### config.mk
export PLATFORM = sky130hd
export DESIGN_NAME = imem_loader
export DESIGN_NICKNAME = d
export VERILOG_FILES = /design/src/rtl/imem_loader.sv
export SDC_FILE = /design/constraint.sdc
export NUM_CORES = 1
export LEC_CHECK = 0
export CELL_PAD_IN_SITES_DETAIL_PLACEMENT = 0
export CELL_PAD_IN_SITES_GLOBAL_PLACEMENT = 2
export CORE_MARGIN = 10
export CORE_UTILIZATION = 31
export CTS_CLUSTER_DIAMETER = 200
export CTS_CLUSTER_SIZE = 40
export DETAILED_ROUTE_END_ITERATION = 10
export PLACE_DENSITY_LB_ADDON = 0.05
export SYNTH_ARGS = -nofsm -noshare
export SYNTH_HDL_FRONTEND = slang
export SYNTH_SLANG_ARGS = --single-unit
### constraint.sdc
create_clock -name clk -period 2.65 [get_ports clk]
set_input_delay 0.53 -clock clk [delete_from_list [all_inputs] [get_ports clk]]
set_output_delay 0.53 -clock clk [all_outputs]
set_load 0.02 [all_outputs]
### src/rtl/imem_loader.sv
// Packs an MSB-first byte stream into 32-bit words and writes them to the instruction memory.
// Five cycles per word minimum (4 byte beats + 1 write); byte_ready drops outside LOAD, so the source must hold its byte.
module imem_loader #(
  parameter int DEPTH  = 16,
  parameter int ADDR_W = 4
) (
  input  logic              clk,
  input  logic              rst,
  input  logic              start,
  input  logic [ADDR_W:0]   num_words,
  input  logic              byte_valid,
  input  logic [7:0]        byte_data,
  output logic              byte_ready,
  output logic              mem_we,
  output logic [ADDR_W-1:0] mem_addr,
  output logic [31:0]       mem_wdata,
  output logic              busy,
  output logic              done,
  output logic              err,
  output logic [ADDR_W:0]   words_written,
  output logic [31:0]       checksum
);

  typedef enum logic [1:0] {IDLE, LOAD, WRITE, DONE} state_t;

  localparam logic [ADDR_W:0] DEPTH_W = (ADDR_W+1)'(DEPTH);

  state_t            state_q, state_d;
  logic [ADDR_W:0]   n_q, n_d;
  logic [1:0]        cnt_q, cnt_d;
  logic [23:0]       word_q, word_d;
  logic              byte_ready_q, byte_ready_d;
  logic              mem_we_q, mem_we_d;
  logic [ADDR_W-1:0] mem_addr_q, mem_addr_d;
  logic [31:0]       mem_wdata_q, mem_wdata_d;
  logic              busy_q, busy_d;
  logic              done_q, done_d;
  logic              err_q, err_d;
  logic [ADDR_W:0]   words_written_q, words_written_d;
  logic [31:0]       checksum_q, checksum_d;

  logic              too_many;
  logic [ADDR_W:0]   n_clamp;
  logic [ADDR_W:0]   ww_inc;
  logic              byte_acc;

  assign too_many = (num_words > DEPTH_W);
  assign n_clamp  = too_many ? DEPTH_W : num_words;
  assign ww_inc   = words_written_q + 1'b1;
  assign byte_acc = byte_valid && byte_ready_q;

  always_comb begin
    state_d         = state_q;
    n_d             = n_q;
    cnt_d           = cnt_q;
    word_d          = word_q;
    mem_addr_d      = mem_addr_q;
    mem_wdata_d     = mem_wdata_q;
    err_d           = err_q;
    words_written_d = words_written_q;
    checksum_d      = checksum_q;

    case (state_q)
      IDLE: begin
        if (start) begin
          n_d             = n_clamp;
          err_d           = too_many;
          words_written_d = '0;
          checksum_d      = '0;
          cnt_d           = '0;
          state_d         = (n_clamp == '0) ? DONE : LOAD;
        end
      end
      LOAD: begin
        if (byte_acc) begin
          word_d = {word_q[15:0], byte_data};
          cnt_d  = cnt_q + 2'd1;
          if (cnt_q == 2'd3) begin
            state_d     = WRITE;
            mem_addr_d  = words_written_q[ADDR_W-1:0];
            mem_wdata_d = {word_q, byte_data};
          end
        end
      end
      WRITE: begin
        words_written_d = ww_inc;
        checksum_d      = checksum_q + mem_wdata_q;
        state_d         = (ww_inc == n_q) ? DONE : LOAD;
      end
      default: state_d = IDLE;
    endcase

    // Status strobes are decoded from the next state so they line up with it after the edge.
    byte_ready_d = (state_d == LOAD);
    mem_we_d     = (state_d == WRITE);
    busy_d       = (state_d == LOAD) || (state_d == WRITE);
    done_d       = (state_d == DONE);
  end

  always_ff @(posedge clk) begin
    if (rst) begin
      state_q         <= IDLE;
      n_q             <= '0;
      cnt_q           <= '0;
      word_q          <= '0;
      byte_ready_q    <= 1'b0;
      mem_we_q        <= 1'b0;
      mem_addr_q      <= '0;
      mem_wdata_q     <= '0;
      busy_q          <= 1'b0;
      done_q          <= 1'b0;
      err_q           <= 1'b0;
      words_written_q <= '0;
      checksum_q      <= '0;
    end else begin
      state_q         <= state_d;
      n_q             <= n_d;
      cnt_q           <= cnt_d;
      word_q          <= word_d;
      byte_ready_q    <= byte_ready_d;
      mem_we_q        <= mem_we_d;
      mem_addr_q      <= mem_addr_d;
      mem_wdata_q     <= mem_wdata_d;
      busy_q          <= busy_d;
      done_q          <= done_d;
      err_q           <= err_d;
      words_written_q <= words_written_d;
      checksum_q      <= checksum_d;
    end
  end

  assign byte_ready    = byte_ready_q;
  assign mem_we        = mem_we_q;
  assign mem_addr      = mem_addr_q;
  assign mem_wdata     = mem_wdata_q;
  assign busy          = busy_q;
  assign done          = done_q;
  assign err           = err_q;
  assign words_written = words_written_q;
  assign checksum      = checksum_q;

endmodule

==> results of run 1 <==
[worst min-delay path: stages, from the launching register on]
cell,delay (ns)
dfxtp_1,0.31
nand2_1,0.05
a21oi_1,0.05
[logic make-up (layout without fill, tap and decap cells)]
family	after synthesis	count (layout)	share of synthesized area
AND/OR/NAND/NOR	243	243	0.1918
AO/OA/AOI/OAI	199	199	0.2297
flip-flops	111	111	0.4056
buffers and inverters	41	148	0.02900
adder cells (fa/ha/maj)	37	37	0.08586
XOR/XNOR	34	34	0.05435
multiplexers	2	2	0.003654
[flip-flops by register name, indices dropped and copies added (netlist names)]
name / flops
byte_ready: 1
mem_wdata: 32
mem_we: 1
checksum: 32
n_q: 5
cnt_q: 2
word_q: 24
done: 1
busy: 1
words_written: 5
err: 1
mem_addr: 4
state_q: 2
[final timing paths]
check | endpoint | slack [ns] | from | depth (start not counted)
worst min-delay path | mem_addr[3]$_SDFFE_PP0P_ | 0.46 | mem_addr[3]$_SDFFE_PP0P_ | 2
worst max register to register | checksum[29]$_SDFFE_PP0P_ | 0.16 | mem_wdata[1]$_SDFFE_PP0P_ | 10
worst max-delay path | checksum[29]$_SDFFE_PP0P_ | 0.16 | mem_wdata[1]$_SDFFE_PP0P_ | 10
worst min register to register | mem_addr[3]$_SDFFE_PP0P_ | 0.46 | mem_addr[3]$_SDFFE_PP0P_ | 2
[power breakdown]
part | leakage (nW) | internal (mW) | switching [mW]
Clock | 0.163 | 0.885 | 0.643
Sequential | 0.896 | 1.68 | 0.00796
Combinational | 1.81 | 0.0528 | 0.0864
[timing repair]
action	4_1_cts	5_1_grt
buffers inserted	0	0
endpoints found under the setup margin	1	8
pin swaps	1	7
gates resized for setup	0	15
[metal layers]
layer,global-route usage,vias to the layer above,part of all wire
li1,-,2525,-
met1,0.1797,2366,0.47
met2,0.2318,87,0.47
met3,0.03816,11,0.048
met4,0.03815,0,0.0099
met5,0,-,0
[through the flow]
step | power [mW] | hold slack [ns] | area [um^2]
2_1_floorplan | 1.796 | 0.4322 | 5479
3_3_place_gp | 1.865 | 0.4468 | 6809
3_5_place_dp | 1.867 | 0.4501 | 6809
4_1_cts | 3.417 | 0.4615 | 7143
5_1_grt | 3.486 | 0.4758 | 7243
6_report | 3.353 | 0.4582 | 7243
[layout make-up]
class                   instances  area, um^2  share of cell area
flip-flops and latches        111        2223              0.3070
repair buffers                124        1174              0.1620
clock buffers                  12       256.5             0.03541
inverters                       8       30.03            0.004146
multi-input cells             515        3201              0.4419
well taps                     225       281.5             0.03887
clock inverters                 4       77.57             0.01071
[Yosys cell counts (2+ instances only)]
cell type  instances  area share
a22oi_1           17       0.023
o21ai_1            2      0.0018
nand4_1            3      0.0034
inv_1              8      0.0055
a21oi_1           94       0.086
a22o_1             4      0.0064
a31o_2             3      0.0048
or2_2              2      0.0023
mux2i_1            2      0.0037
o21ai_0           18       0.016
o21a_1             5      0.0069
nand2b_1           6      0.0069
nor2b_1            8      0.0091
a21o_1            19       0.026
o31ai_1            3      0.0041
nand3_1           14       0.013
ha_1              36       0.082
nor3b_1            5      0.0069
o211ai_1           4      0.0055
xnor2_1           19       0.030
nor2_1            40       0.027
nand2_1          149        0.10
clkbuf_1          28       0.019
a31oi_1            7      0.0080
a32o_1             2      0.0037
dfxtp_1          111        0.41
and3_1             5      0.0057
o21bai_1           5      0.0069
and2_1             2      0.0023
or3_1              3      0.0034
a211oi_1           2      0.0027
xor2_1            15       0.024
buf_1              3      0.0021
[placed cells by master, fill, tap and decap left out, types with 7 or more instances in the layout]
cell type,count
clkbuf_16,9
dfxtp_1,110
xnor2_1,19
nor2_1,40
a31oi_1,7
nand3_1,14
a22oi_1,17
buf_4,29
xor2_1,15
nand2_1,149
a21o_1,19
ha_1,30
a21oi_1,92
clkdlybuf4s50_1,93
o21ai_0,18
nor2b_1,8
inv_1,8
==> results.json, run 1 <==
{
  "ant_nets": 0,
  "vias": 4989,
  "antenna_found_initial": 0,
  "pre_cts_slack_ns": -0.005732,
  "power.density_mw_per_mm2": 462.9,
  "drcViolationCount": 0,
  "worst_slack_ns": 0.1579,
  "end_kind": "register",
  "cp_top_family": "compound AO/OA/AOI/OAI gates",
  "maxCapViolCount": 0,
  "final_core_util": 0.4188,
  "period_share": 0.9404,
  "cp.arrival_ns": 2.75,
  "max_freq_mhz": 401.3,
  "grt_pass1_wl_mm": 27.24,
  "p_leak_nw": 2.864,
  "grt_pass1_vias": 5145,
  "max-slew-margin-rel": 0.6483,
  "worst_path_max_delay_cell": "dfxtp_1",
  "vias_per_cell": 4.994,
  "cts_buffer_depth": 2,
  "syn_area_per_cell_um2": 8.214,
  "dp.cells": 983,
  "postCtsHoldBufs": 0,
  "synth.distinct_cells": 56,
  "status": "completed",
  "crit_fanout": 4,
  "synth-edff-count": 0,
  "rsz0062_at_grt": "no",
  "first_pass_iters": 4,
  "fin_crit_ns": 2.492,
  "synthCells": 667,
  "fin_setup_tns_ns": 0,
  "port_buffers": 94,
  "crit_buf_inv": 0,
  "finalNonFillerCells": 999,
  "cts_root_buf": "clkbuf_16",
  "fillCellCount": 1783,
  "required_ns": 2.90,
  "diodes": 0,
  "start_util": 0.3168,
  "htreeDepth": 3,
  "ioPinCount": 95,
  "hp-class": "reg -> reg",
  "overflow": 0,
  "path_clk_slew_ns": 0.08,
  "critPathLaunchType": "register",
  "hold_viol_final": 0,
  "ys.flop_type": "dfxtp_1",
  "synth_async_sr_flop_share": 0,
  "synth_area_mm2": 0.005479,
  "cts_buffers": 9,
  "core_mm2": 0.01730,
  "cp_cell_sequence": "ha_1 -> a211oi_1 -> o211a_1 -> o41ai_2 -> o21ba_4 -> o21ai_1 -> o31a_1 -> nor2_1 -> xnor2_1 -> a22o_1",
  "fp.dieArea_mm2": 0.02339,
  "num-nets-final": 823,
  "tightest_slew_ns": 0.5276,
  "die_h_um": 152.9,
  "ys_seq_area_frac": 0.4056,
  "wl_per_cell_um": 16.77,
  "layout-drive-gt1-share": 0.09173,
  "synthesis.nets": 721,
  "grt_max_degree": 75,
  "dp_hpwl_mm": 12.18,
  "setup_violations": 0,
  "clock-skew-final_ns": 0.009064,
  "drt_iter0_drc": 201,
  "die_w_um": 152.9,
  "rows": 48,
  "gp_congestion": 0.8270,
  "drv_slew": 0,
  "track_usage": 0.1418,
  "cts_tree": "built",
  "worstSkewPairLatency_ns": 0.36,
  "max_stage_delay_ns": 0.35,
  "vdd_ir_drop_max_mv": 0.3306,
  "ys_warn_count": 0,
  "cts.sinks": 111,
  "ys_seq_elements": 111,
  "area_growth_pct": 32.20,
  "drt_wl_total_mm": 16.75,
  "path_class": "reg -> reg"
}
Power figures use the tool's default switching activity.
==> run 2: changes to the inputs <==
Settings changed: CORE_UTILIZATION 31 to 37, DONT_BUFFER_PORTS set to 1.
==> run 2 against run 1 <==
Register-to-register slack got worse by 0.05 ns. Sequential power barely moved. Clock power fell by 7%. Wire length fell by 3.2%. Non-clock buffer count fell by 54. Count of clock-buffer cells in the layout fell by 2.
==> results.json, run 2 (synthesized netlist as in run 1, its figures left out) <==
{
  "status": "completed",
  "rows": 44,
  "cts_buffers": 9,
  "crit_buf_inv": 0,
  "num-nets-final": 769,
  "max-slew-margin-rel": 0.4108,
  "clock-skew-final_ns": 0.007661,
  "crit_path_start": "mem_wdata[1]$_SDFFE_PP0P_",
  "fin_setup_tns_ns": 0,
  "max_freq_mhz": 393.4,
  "rrSetupSlack_ns": 0.11,
  "tightest_slew_ns": 0.8806,
  "maxCapViolCount": 0,
  "period_share": 0.9592,
  "final_core_util": 0.4499,
  "fin_crit_ns": 2.542,
  "critPathLaunchType": "register",
  "start_util": 0.3770,
  "cp.arrival_ns": 2.79,
  "crit_fanout": 3,
  "antenna_found_initial": 0,
  "worst_path_max_delay_cell": "dfxtp_1",
  "mostFrequentLayoutCells": "nand2_1 (149), dfxtp_1 (109), a21oi_1 (90), buf_4 (68), nor2_1 (40)",
  "cts_tree": "built",
  "htreeDepth": 3,
  "vias": 4819,
  "grt_pass1_wl_mm": 25.30,
  "drcViolationCount": 0,
  "vias_per_cell": 5.331,
  "core_mm2": 0.01453,
  "die_h_um": 141.7,
  "max_stage_delay_ns": 0.34,
  "gp_congestion": 0.7943,
  "drt_wl_total_mm": 16.21,
  "setup_violations": 0,
  "cp_top_family": "compound AO/OA/AOI/OAI gates",
  "end_kind": "register",
  "diodes": 0,
  "drv_slew": 0,
  "totalPowerFinal_mw": 3.184,
  "reg2reg_from": "mem_wdata[1]$_SDFFE_PP0P_",
  "ioPinCount": 95,
  "hp-class": "in -> reg",
  "hold_viol_final": 0,
  "required_ns": 2.90,
  "fp.dieArea_mm2": 0.02008,
  "track_usage": 0.1563,
  "first_pass_iters": 4,
  "final_common_cell": "nand2_1",
  "path_clk_slew_ns": 0.08,
  "drt_iter0_drc": 337,
  "ant_nets": 0,
  "path_class": "reg -> reg",
  "die_w_um": 141.7,
  "area_growth_pct": 19.34,
  "cts.sinks": 111,
  "vdd_ir_drop_max_mv": 0.2986,
  "p_leak_nw": 2.742,
  "power.density_mw_per_mm2": 487.0,
  "cp_cell_sequence": "ha_1 -> a211oi_2 -> o211a_1 -> o41ai_2 -> o21ba_2 -> o21ai_1 -> o31a_1 -> nor2_1 -> xnor2_1 -> a22o_1",
  "hp-start": "rst",
  "layout-drive-gt1-share": 0.1611,
  "overflow": 0,
  "grt_pass1_vias": 4677,
  "dp_hpwl_mm": 11.74,
  "postCtsHoldBufs": 0,
  "worstSkewPairLatency_ns": 0.35,
  "port_buffers": 0,
  "cts_root_buf": "clkbuf_16",
  "grt_max_degree": 98,
  "wl_per_cell_um": 17.93,
  "cts_buffer_depth": 2
}
-- run 2: routing by layer --
metal  wire (um)  track usage  vias up
met3        1168      0.04406       15
met2        7435       0.2509      105
met1        7397       0.1971     2279
li1            -            -     2420
met5           0            0        -
met4         206      0.05110        0
-- run 2: path summary, 6_finish.rpt --
check	end	depth (start not counted)
max	checksum[29]$_SDFFE_PP0P_	10
min	mem_addr[0]$_SDFFE_PP0P_	1
max reg2reg	checksum[29]$_SDFFE_PP0P_	10
min reg2reg	word_q[23]$_SDFFE_PP0P_	2
-- run 2: power by group --
group	leakage (nW)	switching, mW	internal [mW]
Combinational	1.70	0.0444	0.0239
Clock	0.149	0.659	0.766
Sequential	0.896	0.0136	1.68
Total	2.74	0.717	2.47
-- run 2: layout make-up --
cell class | instances | area (um^2)
clock buffers | 10 | 239.0
clock inverters | 6 | 68.82
fillers | 1499 | 7995
inverters | 8 | 30.03
multi-input cells | 515 | 3204
flip-flops and latches | 111 | 2225
well taps | 184 | 230.2
repair buffers | 70 | 541.8
-- run 2: through the flow --
stage / hold slack (ns) / instances / worst slack, ns / area, um^2
floorplan: 0.4322 / 667 / 0.09831 / 5479
global placement: 0.4451 / 887 / 0.04768 / 6115
detailed placement: 0.4447 / 887 / -0.002599 / 6115
CTS: 0.2246 / 903 / 0.03969 / 6422
global route: 0.2263 / 904 / -0.02320 / 6539
finish: 0.2453 / 904 / 0.1082 / 6539
-- run 2: repair_timing --
item	CTS	global route
pin swaps	1	8
gates resized for setup	0	20
buffers inserted	0	1
setup endpoints to repair	1	7
hold endpoints to repair	0	0
==> run 3: changes to the inputs <==
Settings changed: SETUP_SLACK_MARGIN set to 0.1.
Clock period 2.65 ns to 3.13 ns, I/O delays scaled along.
==> run 3 against run 2 <==
Clock power down 22%. Worst hold slack better by 0.089 ns. Combinational power down 19%. First-iteration DRC count down 28%. Total power down 18%. Critical endpoint is now checksum[24]$_SDFFE_PP0P_. Largest power group unchanged. Highest routed layer unchanged.
==> results.json, run 3 (synthesized netlist as in run 1, its figures left out) <==
{
  "combPwrFrac": 0.021,
  "p_seq_frac": 0.551,
  "mostFrequentLayoutCells": "nand2_1 (149), dfxtp_1 (111), a21oi_1 (94), nor2_1 (40), ha_1 (36)",
  "cts_buffers": 9,
  "die_h_um": 141.7,
  "cts_setup_buffers": 0,
  "totalPowerFinal_mw": 2.600,
  "dp_hpwl_mm": 11.32,
  "cts-resized-gates": 0,
  "cts_tree": "built",
  "clock-skew-final_ns": 0.008408,
  "cts_root_buf": "clkbuf_16",
  "area_growth_pct": 10.66,
  "core_mm2": 0.01453,
  "power.share.clock": 0.428,
  "htreeDepth": 3,
  "swShare": 0.2352,
  "cts_buffer_depth": 2,
  "drt_wl_total_mm": 15.43,
  "drt_iter0_drc": 242,
  "die_w_um": 141.7,
  "postCtsHoldBufs": 0,
  "layout-drive-gt1-share": 0.08432,
  "rows": 44,
  "wl_per_cell_um": 17.95,
  "final_core_util": 0.4172,
  "maxCapViolCount": 0,
  "internal-power_mw": 1.989,
  "final_common_cell": "nand2_1",
  "overflow": 0,
  "cts.sinks": 111,
  "grt_max_degree": 98,
  "drv_slew": 0,
  "required_ns": 3.38,
  "worst_path_max_delay_cell": "fa_1",
  "worstSkewPairLatency_ns": 0.36,
  "grt_pass1_vias": 4458,
  "fin_crit_ns": 2.746,
  "crit_fanout": 6,
  "diodes": 0,
  "gp_congestion": 0.7963,
  "fp.dieArea_mm2": 0.02008,
  "period_share": 0.8774,
  "vdd_ir_drop_max_mv": 0.2233,
  "drcViolationCount": 0,
  "grt_pass1_wl_mm": 24.50,
  "vias_per_cell": 5.286,
  "tightest_slew_ns": 0.8476,
  "max-slew-margin-rel": 0.4329,
  "power.density_mw_per_mm2": 428.8,
  "rsz0062_at_grt": "no",
  "max_freq_mhz": 364.1,
  "end_kind": "register",
  "vias": 4546,
  "hold_viol_final": 0,
  "start_util": 0.3770,
  "cp.arrival_ns": 3.00,
  "ant_nets": 0,
  "critPathLaunchType": "register",
  "num-nets-final": 725,
  "p_leak_nw": 2.487,
  "first_pass_iters": 4,
  "setup_violations": 0,
  "track_usage": 0.1512,
  "ioPinCount": 95,
  "antenna_found_initial": 0,
  "p_sw_mw": 0.6116,
  "status": "completed",
  "fin_setup_tns_ns": 0,
  "hp-class": "in -> reg",
  "path_class": "reg -> reg",
  "max_stage_delay_ns": 0.40,
  "port_buffers": 0,
  "cp_cell_sequence": "ha_1 -> inv_1 -> fa_1 -> nor2b_1 -> o21ai_1 -> nand2b_1 -> a311oi_2 -> o21ai_2 -> nand4_2 -> a21oi_1 -> o21ai_0 -> a32o_1",
  "path_clk_slew_ns": 0.08
}
-- run 3: final timing paths --
| check | from | endpoint | depth (start not counted) | slack (ns) |
|---|---|---|---|---|
| max | mem_wdata[0]$_SDFFE_PP0P_ | checksum[24]$_SDFFE_PP0P_ | 12 | 0.38 |
| min | rst | mem_wdata[28]$_SDFFE_PP0P_ | 1 | 0.33 |
| max reg2reg | mem_wdata[0]$_SDFFE_PP0P_ | checksum[24]$_SDFFE_PP0P_ | 12 | 0.38 |
| min reg2reg | word_q[22]$_SDFFE_PP0P_ | mem_wdata[30]$_SDFFE_PP0P_ | 2 | 0.46 |
-- run 3: final cells by class --
class                   instances  area [um^2]
clock inverters                 7        58.81
inverters                       8        30.03
multi-input cells             515         3102
well taps                     184        230.2
fillers                      1522         8471
flip-flops and latches        111         2222
clock buffers                   9        225.2
repair buffers                 26        195.2
-- run 3: through the flow --
stage,instances,instance area [um^2],setup slack (ns),hold WS (ns)
after floorplan,667,5479,0.5783,0.4322
after global placement,844,5779,0.4214,0.4439
after detailed placement,844,5779,0.3947,0.4467
after CTS,860,6063,0.3760,0.3181
after global routing,860,6063,0.1739,0.3234
final,860,6063,0.3836,0.3339
-- run 3: critical path, delay by kind of cell (launching register included) --
kind / cells / cell delay (ns)
flip-flops: 1 / 0.34
AND/OR/NAND/NOR: 3 / 0.48
buffers and inverters: 1 / 0.06
AO/OA/AOI/OAI: 6 / 1.18
adder cells (fa/ha/maj): 2 / 0.59
-- run 3: per-layer routing --
layer | global-route usage | wire length (um) | up-vias
met2 | 0.2340 | 6844 | 98
li1 | - | - | 2341
met4 | 0.05110 | 189 | 0
met5 | 0 | 0 | -
met3 | 0.04473 | 1190 | 13
met1 | 0.1960 | 7209 | 2094
-- run 3: power groups by stage --
stage	combinational (mW)	sequential (mW)	clock [mW]
final	0.0550	1.43	1.11
after global routing	0.0632	1.43	1.21
after CTS	0.0565	1.43	1.16
after detailed placement	0.0564	1.47	0
after global placement	0.0554	1.47	0
after floorplan	0.0574	1.46	0
